File: src/rtl/seven_seg_pkg.sv
// Shared glyph codes, segment patterns and prescaler helper for the
// seven-segment scan driver.
package seven_seg_pkg;

  localparam logic [3:0] CODE_MINUS = 4'hA;
  localparam logic [3:0] CODE_BLANK = 4'hF;
  localparam logic [6:0] SEG_BLANK  = 7'h7F;
  localparam logic [6:0] SEG_MINUS  = 7'b111_1110;

  function automatic int unsigned tick_div(input int unsigned clk_hz,
                                           input int unsigned step_hz);
    return clk_hz / step_hz;
  endfunction

endpackage

File: src/rtl/bcd_to_7seg.sv
// Combinational digit-code to active-low segment decoder, {CA..CG} order.
module bcd_to_7seg
  import seven_seg_pkg::*;
(
  input  logic [3:0] code_i,
  output logic [6:0] seg_c
);

  always_comb begin
    seg_c = SEG_BLANK;
    case (code_i)
      4'h0:       seg_c = 7'b000_0001;
      4'h1:       seg_c = 7'b100_1111;
      4'h2:       seg_c = 7'b001_0010;
      4'h3:       seg_c = 7'b000_0110;
      4'h4:       seg_c = 7'b100_1100;
      4'h5:       seg_c = 7'b010_0100;
      4'h6:       seg_c = 7'b010_0000;
      4'h7:       seg_c = 7'b000_1111;
      4'h8:       seg_c = 7'b000_0000;
      4'h9:       seg_c = 7'b000_0100;
      CODE_MINUS: seg_c = SEG_MINUS;
      default:    seg_c = SEG_BLANK;
    endcase
  end

endmodule

File: src/rtl/seven_seg_scan_driver.sv
// Time-multiplexed common-anode 7-segment driver with double-buffered frames,
// leading-zero blanking and an all-anodes-off guard after each digit step.
module seven_seg_scan_driver
  import seven_seg_pkg::*;
#(
  parameter int unsigned NUM_DIGITS   = 4,
  parameter int unsigned CLK_HZ       = 100_000_000,
  parameter int unsigned STEP_HZ      = 4000,
  parameter int unsigned GUARD_CYCLES = 4,
  parameter int unsigned LZB_EN       = 1
) (
  input  logic                    clk,
  input  logic                    rst_n,
  input  logic [4*NUM_DIGITS-1:0] digits_i,
  input  logic [NUM_DIGITS-1:0]   dp_i,
  input  logic                    load_i,
  input  logic                    lzb_i,
  output logic [NUM_DIGITS-1:0]   an,
  output logic [6:0]              seg,
  output logic                    dp,
  output logic                    frame_ack
);

  localparam int unsigned TICK_DIV = tick_div(CLK_HZ, STEP_HZ);
  localparam int unsigned CNT_W    = (TICK_DIV > 1) ? $clog2(TICK_DIV) : 1;
  localparam int unsigned IDX_W    = (NUM_DIGITS > 1) ? $clog2(NUM_DIGITS) : 1;
  localparam int unsigned DW       = 4 * NUM_DIGITS;

  logic [CNT_W-1:0]      cnt_q, cnt_d;
  logic [IDX_W-1:0]      idx_q, idx_d;
  logic [DW-1:0]         act_dig_q, act_dig_d, pend_dig_q, pend_dig_d;
  logic [NUM_DIGITS-1:0] act_dp_q, act_dp_d, pend_dp_q, pend_dp_d;
  logic                  pend_vld_q, pend_vld_d;
  logic [NUM_DIGITS-1:0] an_q, an_d;
  logic [6:0]            seg_q, seg_d;
  logic                  dp_q, dp_d;
  logic                  ack_q, ack_d;

  logic                  tick_c, wrap_c;
  logic [NUM_DIGITS-1:0] blank_c;
  logic                  run_c;
  logic [3:0]            lz_code_c;
  logic [3:0]            sel_code_c, dec_code_c;
  logic                  sel_dp_c, sel_blank_c;
  logic [6:0]            dec_seg_c;

  assign tick_c = (cnt_q == CNT_W'(TICK_DIV - 1));
  assign wrap_c = tick_c && (idx_q == IDX_W'(NUM_DIGITS - 1));

  // Blank zeros from the top down until a lit glyph (1-9 or minus) appears.
  always_comb begin
    blank_c   = '0;
    run_c     = (LZB_EN != 0) && lzb_i;
    lz_code_c = 4'h0;
    for (int k = int'(NUM_DIGITS) - 1; k >= 1; k--) begin
      lz_code_c = act_dig_q[4*k +: 4];
      if (run_c && (lz_code_c == 4'h0)) blank_c[k] = 1'b1;
      if ((lz_code_c != 4'h0) && (lz_code_c <= CODE_MINUS)) run_c = 1'b0;
    end
  end

  always_comb begin
    sel_code_c  = CODE_BLANK;
    sel_dp_c    = 1'b0;
    sel_blank_c = 1'b0;
    for (int k = 0; k < int'(NUM_DIGITS); k++) begin
      if (idx_q == IDX_W'(k)) begin
        sel_code_c  = act_dig_q[4*k +: 4];
        sel_dp_c    = act_dp_q[k];
        sel_blank_c = blank_c[k];
      end
    end
    dec_code_c = sel_blank_c ? CODE_BLANK : sel_code_c;
  end

  bcd_to_7seg u_dec (
    .code_i (dec_code_c),
    .seg_c  (dec_seg_c)
  );

  always_comb begin
    cnt_d      = cnt_q;
    idx_d      = idx_q;
    act_dig_d  = act_dig_q;
    act_dp_d   = act_dp_q;
    pend_dig_d = pend_dig_q;
    pend_dp_d  = pend_dp_q;
    pend_vld_d = pend_vld_q;
    ack_d      = 1'b0;
    an_d       = '1;
    seg_d      = dec_seg_c;
    dp_d       = ~sel_dp_c;

    if (tick_c) begin
      cnt_d = '0;
      idx_d = (idx_q == IDX_W'(NUM_DIGITS - 1)) ? '0 : idx_q + IDX_W'(1);
    end else begin
      cnt_d = cnt_q + CNT_W'(1);
    end

    // Active frame only changes at the frame boundary; a coincident load wins.
    if (wrap_c) begin
      if (load_i) begin
        act_dig_d = digits_i;
        act_dp_d  = dp_i;
        ack_d     = 1'b1;
      end else if (pend_vld_q) begin
        act_dig_d = pend_dig_q;
        act_dp_d  = pend_dp_q;
        ack_d     = 1'b1;
      end
      pend_vld_d = 1'b0;
    end else if (load_i) begin
      pend_dig_d = digits_i;
      pend_dp_d  = dp_i;
      pend_vld_d = 1'b1;
    end

    if (cnt_q >= CNT_W'(GUARD_CYCLES)) begin
      for (int k = 0; k < int'(NUM_DIGITS); k++) begin
        an_d[k] = (idx_q != IDX_W'(k));
      end
    end
  end

  always_ff @(posedge clk or negedge rst_n) begin
    if (!rst_n) begin
      cnt_q      <= '0;
      idx_q      <= '0;
      act_dig_q  <= {NUM_DIGITS{CODE_BLANK}};
      act_dp_q   <= '0;
      pend_dig_q <= {NUM_DIGITS{CODE_BLANK}};
      pend_dp_q  <= '0;
      pend_vld_q <= 1'b0;
      an_q       <= '1;
      seg_q      <= SEG_BLANK;
      dp_q       <= 1'b1;
      ack_q      <= 1'b0;
    end else begin
      cnt_q      <= cnt_d;
      idx_q      <= idx_d;
      act_dig_q  <= act_dig_d;
      act_dp_q   <= act_dp_d;
      pend_dig_q <= pend_dig_d;
      pend_dp_q  <= pend_dp_d;
      pend_vld_q <= pend_vld_d;
      an_q       <= an_d;
      seg_q      <= seg_d;
      dp_q       <= dp_d;
      ack_q      <= ack_d;
    end
  end

  assign an        = an_q;
  assign seg       = seg_q;
  assign dp        = dp_q;
  assign frame_ack = ack_q;

endmodule

File: config.mk
export PLATFORM = sky130hd
export DESIGN_NAME = seven_seg_scan_driver
export DESIGN_NICKNAME = d
export VERILOG_FILES = /design/src/rtl/seven_seg_pkg.sv /design/src/rtl/bcd_to_7seg.sv /design/src/rtl/seven_seg_scan_driver.sv
export SDC_FILE = /design/constraint.sdc
export NUM_CORES = 1
export LEC_CHECK = 0
export CAP_MARGIN = 20
export CORE_UTILIZATION = 50
export DETAILED_ROUTE_END_ITERATION = 12
export MAX_ROUTING_LAYER = met4
export PLACE_DENSITY = 0.72
export SLEW_MARGIN = 25
export SYNTH_ARGS = -nofsm -noshare
export SYNTH_HDL_FRONTEND = slang
export SYNTH_HIERARCHICAL = 1
export SYNTH_SLANG_ARGS = --single-unit
File: constraint.sdc
create_clock -name clk -period 4.52 [get_ports clk]
set_input_delay 0.904 -clock clk [delete_from_list [all_inputs] [get_ports clk]]
set_output_delay 0.904 -clock clk [all_outputs]
set_load 0.01 [all_outputs]
**Yosys cells after proc, flatten, opt, wreduce, memory -nomap -nowiden**

Memories as Yosys holds them, arrays and structs flattened. A register that Yosys moved wholly into a read port is not among the register bits.
Cells that the tools add are included.

- Magnitude comparators: 3
- Reduce and logical (&&, ||, !) cells: 18
- $add $sub $neg: 2
- Bitwise logic cells: 2
- Muxes and demuxes: 29
- Eq/ne operators: 7

Operators with widths:

| operator | number |
|---|---|
| $mux W16 | 2 |
| $mux W4 | 8 |
| $mux W1 | 17 |
| $add A15 B1 Y15 const B | 1 |
| $eq A15 B15 Y1 const B | 1 |
| $ge A15 B3 Y1 const B | 1 |
| $mux W15 | 1 |
| $logic_not A4 Y1 | 3 |
| $le A4 B4 Y1 const B | 2 |
| $reduce_bool A4 Y1 | 2 |
| $logic_and A1 B1 Y1 | 6 |
| $reduce_bool A2 Y1 | 3 |
| $eq A2 B2 Y1 const B | 2 |
| $ne A2 B2 Y1 const B | 2 |
| $reduce_and A2 Y1 | 2 |
| $add A2 B1 Y2 const B | 1 |
| $eq A2 B1 Y1 const B | 1 |
| $logic_not A2 Y1 | 1 |
| $mux W2 | 1 |
| $ne A2 B1 Y1 const B | 1 |
| $not A1 Y1 | 2 |
| $logic_not A1 Y1 | 1 |

- Memories: 1
- ROM bits: 112
- Register bits: 64
- Output and inout port bits: 13
- Bits of input ports: 24

Memory list:

| name | depth | bits a word | read ports | clocked after memory_dff | write ports | RTL line | RTL |
|---|---|---|---|---|---|---|---|
| (name not given) | 16 | 7 | 1 | 1 | 0 | bcd_to_7seg.sv:11 | `case (code_i)` |

**Logic depth before layout (Yosys ltp)**

Gate-level depths: netlist of run 1.

- Depth after elaboration: 10
- Mapped depth: 12
- Gate-level depth less buffers: 11

**Cells and area by module**

The synthesis of run 1 kept the hierarchy.

By module, submodules not included:

| module | cells each | seq. area each (sq um) | times used | area an instance (sq um) |
|---|---|---|---|---|
| seven_seg_scan_driver | 305 | 1831.8 | 1 | 3439.5 |
| bcd_to_7seg | 31 | 0.0 | 1 | 214.0 |

**Worst setup path before layout of run 1**

Ideal clock, no wire load.

- Path type: register to register
- Start: register idx_q[1]
- End: register seg_q[3] (netlist: seg[3])
- Clock period less this slack: 2512 ps
- Required time: 4433 ps
- Slack: 2008 ps
- Arrival time: 2425 ps
- Buffers on the path: 1
- Stages on the path, launching flop included: 13
- Path through: dfrtp_1 inv_1 ha_1 clkbuf_1 nor2_1 a221oi_1 a211oi_1 o21ai_0 inv_1 ha_1 mux2_4 nor2_2 a31oi_1

- Cells in the longest elaborated chain, start to end: 6
- Elaborated cells on any way between the ends: 12

RTL lines:

| item | RTL line | RTL |
|---|---|---|
| start, declared | seven_seg_scan_driver.sv:30 | `logic [IDX_W-1:0] idx_q, idx_d;` |
| start signal, assigned | seven_seg_scan_driver.sv:141 | `idx_q <= idx_d;` |
| $logic_not A2 Y1 | seven_seg_scan_driver.sv:67 | `if (idx_q == IDX_W'(k)) begin` |
| $mux W4 (4 in a row) | seven_seg_scan_driver.sv:67 |  |
| $mux W4 (*) | seven_seg_scan_driver.sv:73 | `dec_code_c = sel_blank_c ? CODE_BLANK : sel_code_c;` |
| via dec_code_c[1] | seven_seg_scan_driver.sv:43 | `logic [3:0] sel_code_c, dec_code_c;` |
| end, declared | seven_seg_scan_driver.sv:35 | `logic [6:0] seg_q, seg_d;` |

The timed path passes the listed nets; every way through them passes the cells marked *.
A chain may end at the register's enable or synchronous reset.

**Final worst setup path of run 1**

Same ends and word-level chain as after synthesis.

==> flow_summary.ini, run 1 <==
[run_status]
run_status = finished clean

[drt]
drtIter0Drc = 157
routed_via_density = 5.66
wirelength_um = 7520
routedWlPerCell_um = 16.0
vias = 2654
ant_nets = 0
drc_errors = 0
first_pass_iters = 4

[clocking]
cts.repair.resized = 0
cts_hold_buf = 0
clk_latency_ns = 0.35
cts_setup_buffers = 0
ctsHtreeMaxLevel = 3
clockBufferDepth = 2
cts_root_buffer = clkbuf_8
cts.sinks = 71
path_clk_slew_ns = 0.07
cts_tree = done
cts_made_buffers = 9

[synth]
ys.warnings.count = 6
syn_area_per_cell_um2 = 10.9
ys_ff_latch = 71
seq_area_frac_synth = 0.501
yosys.cell_types.count = 42
synthTopCellsByArea = dfstp_2 32%, dfrtp_1 18%, mux2_4 8.6%
synthCells = 336
synth_fp_nets = 371
synth_top_area_cell = dfstp_2
synth_top_area_share = 0.316
syn_area_um2 = 3650

[cells_and_area]
postLayoutCoreUtil = 0.607
layout.cells.non_filler = 469
final_nets = 403
area_delta_synth_final_pct = 15.3
num_antenna_cells = 0
drive_gt1_frac = 0.249
fillers = 592

[placed_design]
place_congestion = 0.808
dpl.hpwl_um = 4800
place_inst = 453
dp_slack_ns = 1.54
portBuffers = 36

[setup_path]
cp.depth = 11
cp_data_arrival_time_ns = 3.28
cpMaxStageDelayCell = o21ai_0
r2r-end = seg[3]
criticalPathCategory = flip-flop to flip-flop
endpoint = seg[3]
path_delay_family = compound AO/OA/AOI/OAI gates
cp_slowest_stage_delay_ns = 0.56
cp.buffers_inverters = 2
crit_chain = inv_1, ha_1, nor2_1, a221oi_1, a211oi_1, o21ai_0, inv_1, ha_1, mux2_4, nor2_2, a31oi_1
required_ns = 4.76
crit_fanout = 12
r2r_setup_slack_ns = 1.48
ff2ff_path_depth = 11
cp-start-kind = flip-flop
cp-startpoint = idx_q[1]
end_kind = flip-flop
rr_startpoint = idx_q[1]

[power]
power.share.clock = 0.361
pwr_density_cell_nw_per_um2 = 282
seqPwrFrac = 0.571
ir_drop_v = 0.000166
switchingPower_mw = 0.281
pwr-share-comb = 0.068
intPower_mw = 0.906
p_leak_nw = 1.74
p_sw_frac = 0.237

[timing]
tightest_slew_ns = 0.800
grt_setup_unrepaired = no
fmax_ghz = 0.329
finalHoldViolations = 0
fin_setup_tns_ns = 0
period_share = 0.673
setup_violations = 0
final_max_slew_viol_count = 0
worst_slack_ns = 1.48
maxSlewHeadroom = 0.467
finClkSkew_ns = 0.0133
fin_crit_ns = 3.04

[global_route]
grt_use_total = 0.217
grt_pass1_vias = 2539
grt_overflow = 0
grt_max_degree = 46
antenna_found_initial = 0
grt_pass1_wl_um = 12200

[floorplanning]
coreArea_um2 = 6940
ioPinCount = 37
initial_core_util = 0.526
die_x_um = 87.5
rows = 30
die_area_um2 = 7650
die_h_um = 87.5

[job]
max_cap_viol_count = 0

[worst_hold_path]
hp-class = flip-flop to flip-flop
-- registers in the layout, summed over array words and instances, names as in the netlist --
name and flops:
pend_vld_q 1, idx_q 2, an 4, pend_dig_q 16, act_dig_q 16, frame_ack 1
pend_dp_q 4, act_dp_q 4, dp 1, seg 7, cnt_q 15
-- cell type report --
type	instances	area, um2	area share
Timing Repair Buffer	42	403	0.0956
Clock buffer	9	124	0.0294
Multi-Input combinational cell	230	1640	0.390
Tap cell	96	120	0.0285
Clock inverter	7	40.0	0.00950
Inverter	14	52.6	0.0125
Sequential cell	71	1830	0.435
-- routing by layer --
metal  GRT usage  vias to the layer above  part of all wire
met5           -                        -                 0
met4      0.0939                        0             0.013
met3      0.0360                       11             0.043
met2       0.342                       69              0.47
met1       0.277                     1294              0.48
li1            -                     1280                 -
-- how the worst min path moves through the flow --
stage,start,end,cells after the start
floorplan,act_dp_q[3],dp,1
global placement,act_dp_q[3],dp,1
detailed placement,act_dp_q[3],dp,1
CTS,act_dp_q[3],dp,1
global route,act_dp_q[3],dp,1
finish,act_dp_q[3],dp,1
-- per-stage QoR --
stage	power (mW)	hold WS (ns)	cell area, um2
final	1.19	0.469	4210
after global routing	1.23	0.486	4210
after CTS	1.20	0.467	4210
after detailed placement	0.769	0.462	4050
after global placement	0.767	0.468	4050
after floorplan	0.726	0.412	3650
-- synthesized netlist by cell type --
master / n
dfstp_2: 44
nor4_1: 6
nor2_2: 1
a32oi_1: 20
and3_1: 1
o21ai_0: 12
a21o_1: 1
nand3_1: 45
nand4_1: 3
nor3b_1: 1
a311o_1: 2
nand2b_1: 3
a211oi_1: 4
or3_1: 1
or4_4: 1
clkbuf_1: 16
ha_1: 11
nor4_4: 1
a31oi_1: 1
dfrtp_1: 27
buf_2: 1
mux2_4: 21
or4_1: 1
nand3b_1: 1
or2_2: 1
xor2_1: 4
nor3_1: 5
o2111ai_1: 1
nor2_1: 24
mux2i_1: 1
a221oi_1: 4
nor2b_1: 6
a311oi_1: 1
buf_12: 2
nand2_1: 27
nand2_8: 1
a21oi_1: 4
buf_6: 2
xnor2_1: 9
inv_1: 14
o211ai_1: 4
o22a_1: 1
-- power groups by stage --
stage               clock network [mW]  logic [mW]  registers (mW)
floorplan                            0      0.0437           0.683
global placement                     0      0.0803           0.686
detailed placement                   0      0.0822           0.687
CTS                              0.443      0.0822           0.677
global route                     0.465      0.0876           0.678
finish                           0.429      0.0809           0.677
-- kinds of logic after synthesis --
| family | Yosys count | share of synthesized area |
|---|---|---|
| AND/OR/NAND/NOR | 129 | 0.179 |
| flip-flops | 71 | 0.501 |
| AO/OA/AOI/OAI | 55 | 0.112 |
| buffers and inverters | 35 | 0.0493 |
| multiplexers | 22 | 0.0890 |
| XOR/XNOR | 13 | 0.0312 |
| adder cells (fa/ha/maj) | 11 | 0.0377 |
-- placed cells by master, fill, tap and decap left out, drive strengths merged, types with 2 or more instances in the layout --
master	count
xnor2	9
nor2b	6
nor4	7
nand2	28
mux2	21
clkinvlp	2
xor2	4
nand4	3
dfstp	44
or4	2
buf	7
nand2b	3
clkbuf	9
clkinv	5
a21oi	4
dfrtp	27
inv	14
a311o	2
o21ai	12
nor3	5
a211oi	4
ha	11
a32oi	20
nor2	25
a221oi	4
clkdlybuf4s50	35
o211ai	4
nand3	45
Power figures use the tool's default switching activity.
==> run 2, diff against run 1 <==
Clock period 4.52 ns to 3.1 ns, I/O delays scaled along.
==> run 2 against run 1 <==
  * Sequential power increased by 46%
  * Largest cell class unchanged
  * Setup slack lost 1.0 ns
  * Highest routed layer unchanged
  * Sequential share of layout area decreased by 0.85 points
  * Critical endpoint unchanged
  * Global-route usage about the same
  * Maximum frequency grew 14%
  * Cell count rose by 0.43%
  * Critical path depth fell by 2
==> flow_summary.ini, run 2 (synthesized netlist as in run 1, its figures left out) <==
[global_route]
grt_overflow = 0
gr-usage-met2 = 0.330
grt_pass1_wl_um = 12300
grt_use_total = 0.217
grt_pass1_vias = 2547
antenna_found_initial = 0
grt_max_degree = 72
met1_usage = 0.280
met3_usage = 0.0654
top_usage_layer = met2

[drt]
routed_via_density = 5.58
routedWlPerCell_um = 15.3
drtIter0Drc = 172
wirelength_um = 7220
drc_errors = 0
vias = 2629
ant_nets = 0
first_pass_iters = 4

[placed_design]
portBuffers = 36
place_congestion = 0.902
dp_slack_ns = 0.427
dpl.hpwl_um = 4770

[clocking]
path_clk_slew_ns = 0.08
clockBufferDepth = 2
clk_latency_ns = 0.35
cts_made_buffers = 9
cts_hold_buf = 0
cts.repair.resized = 0
cts.sinks = 71
cts_setup_buffers = 0
cts_tree = done
cts_root_buffer = clkbuf_8
ctsHtreeMaxLevel = 3

[floorplanning]
die_h_um = 87.5
coreArea_um2 = 6940
initial_core_util = 0.526
die_x_um = 87.5
rows = 30
ioPinCount = 37
die_area_um2 = 7650

[power]
p_leak_nw = 1.77
seqPwrFrac = 0.511
power_mw = 1.93
switchingPower_mw = 0.415
pwr-share-comb = 0.062
intPower_mw = 1.51
pwr_density_cell_nw_per_um2 = 449
p_sw_frac = 0.215
power.share.clock = 0.426
ir_drop_v = 0.000253

[timing]
holdWs_ns = 0.274
finalHoldViolations = 0
final_max_slew_viol_count = 0
setup_violations = 0
period_share = 0.858
grt_setup_unrepaired = no
fin_crit_ns = 2.66
fin_setup_tns_ns = 0
worst_slack_ns = 0.440
tightest_slew_ns = 0.887
maxSlewHeadroom = 0.403
finClkSkew_ns = 0.0113
fmax_ghz = 0.376

[worst_hold_path]
hp-class = primary input to async pin

[setup_path]
crit_fanout = 12
r2r_setup_slack_ns = 0.44
rr_startpoint = idx_q[1]
cp-start-kind = flip-flop
ff2ff_path_depth = 9
r2r-end = seg[3]
end_kind = flip-flop
required_ns = 3.33
cp_data_arrival_time_ns = 2.89
criticalPathCategory = flip-flop to flip-flop

[cells_and_area]
num_antenna_cells = 0
final_nets = 405
fillers = 564
mostFrequentLayoutCells = 45 x nand3_1, 44 x dfstp_2, 35 x clkdlybuf4s50_1
top_regs = act_dig_q: 16 flops, pend_dig_q: 16 flops, cnt_q: 15 flops
mostFrequentLayoutCell = nand3_1
drive_gt1_frac = 0.251
area_delta_synth_final_pct = 17.6

[job]
max_cap_viol_count = 0

[run_status]
run_status = finished clean
[run 2: how the worst max path moves through the flow]
stage,cells after the start,endpoint,startpoint,slack (ns)
2_1_floorplan,12,seg[3],idx_q[1],0.59
3_3_place_gp,9,seg[3],idx_q[1],0.58
3_5_place_dp,9,seg[3],idx_q[1],0.43
4_1_cts,9,seg[3],idx_q[1],0.41
5_1_grt,9,seg[1],idx_q[1],0.20
6_report,9,seg[3],idx_q[1],0.44
[run 2: final cells by class]
type	count	area, um2	area share
Tap cell	96	120	0.0280
Timing Repair Buffer	44	428	0.0996
Multi-Input combinational cell	230	1640	0.382
Clock buffer	11	141	0.0329
Clock inverter	5	81.3	0.0189
Sequential cell	71	1830	0.426
Inverter	14	52.6	0.0122
[run 2: per-layer routing]
| metal | vias up | part of all wire |
|---|---|---|
| met2 | 63 | 0.47 |
| li1 | 1285 | - |
| met1 | 1272 | 0.47 |
| met5 | - | 0 |
| met4 | 0 | 0.014 |
| met3 | 9 | 0.045 |
[run 2: through the flow]
| step | std cells | area [um2] | util |
|---|---|---|---|
| 6_report | 471 | 4300 | 0.619 |
| 5_1_grt | 471 | 4300 | 0.619 |
| 4_1_cts | 471 | 4300 | 0.619 |
| 3_5_place_dp | 455 | 4070 | 0.587 |
| 3_3_place_gp | 455 | 4070 | 0.587 |
| 2_1_floorplan | 336 | 3650 | - |
[run 2: critical path, stage by stage (launching register included)]
cell and delay [ns]:
dfrtp_1 0.40, inv_1 0.10, ha_1 0.37, nor2_1 0.09, a221oi_1 0.27, a211oi_1 0.08, o21ai_0 0.72, mux2_4 0.36
nor2_2 0.10, a31oi_1 0.06
[run 2: power by group through the flow]
stage / registers, mW / logic, mW / clock network, mW
detailed placement: 1.00 / 0.123 / 0
global placement: 1.00 / 0.120 / 0
floorplan: 0.995 / 0.0637 / 0
global route: 0.989 / 0.130 / 0.888
CTS: 0.986 / 0.122 / 0.838
finish: 0.987 / 0.121 / 0.823
==> run 3, diff against run 2 <==
Settings changed: SKIP_CTS_REPAIR_TIMING set to 1.
==> results of run 3 <==
Same layout as run 2: the final DEF is identical, and so are final timing and power.
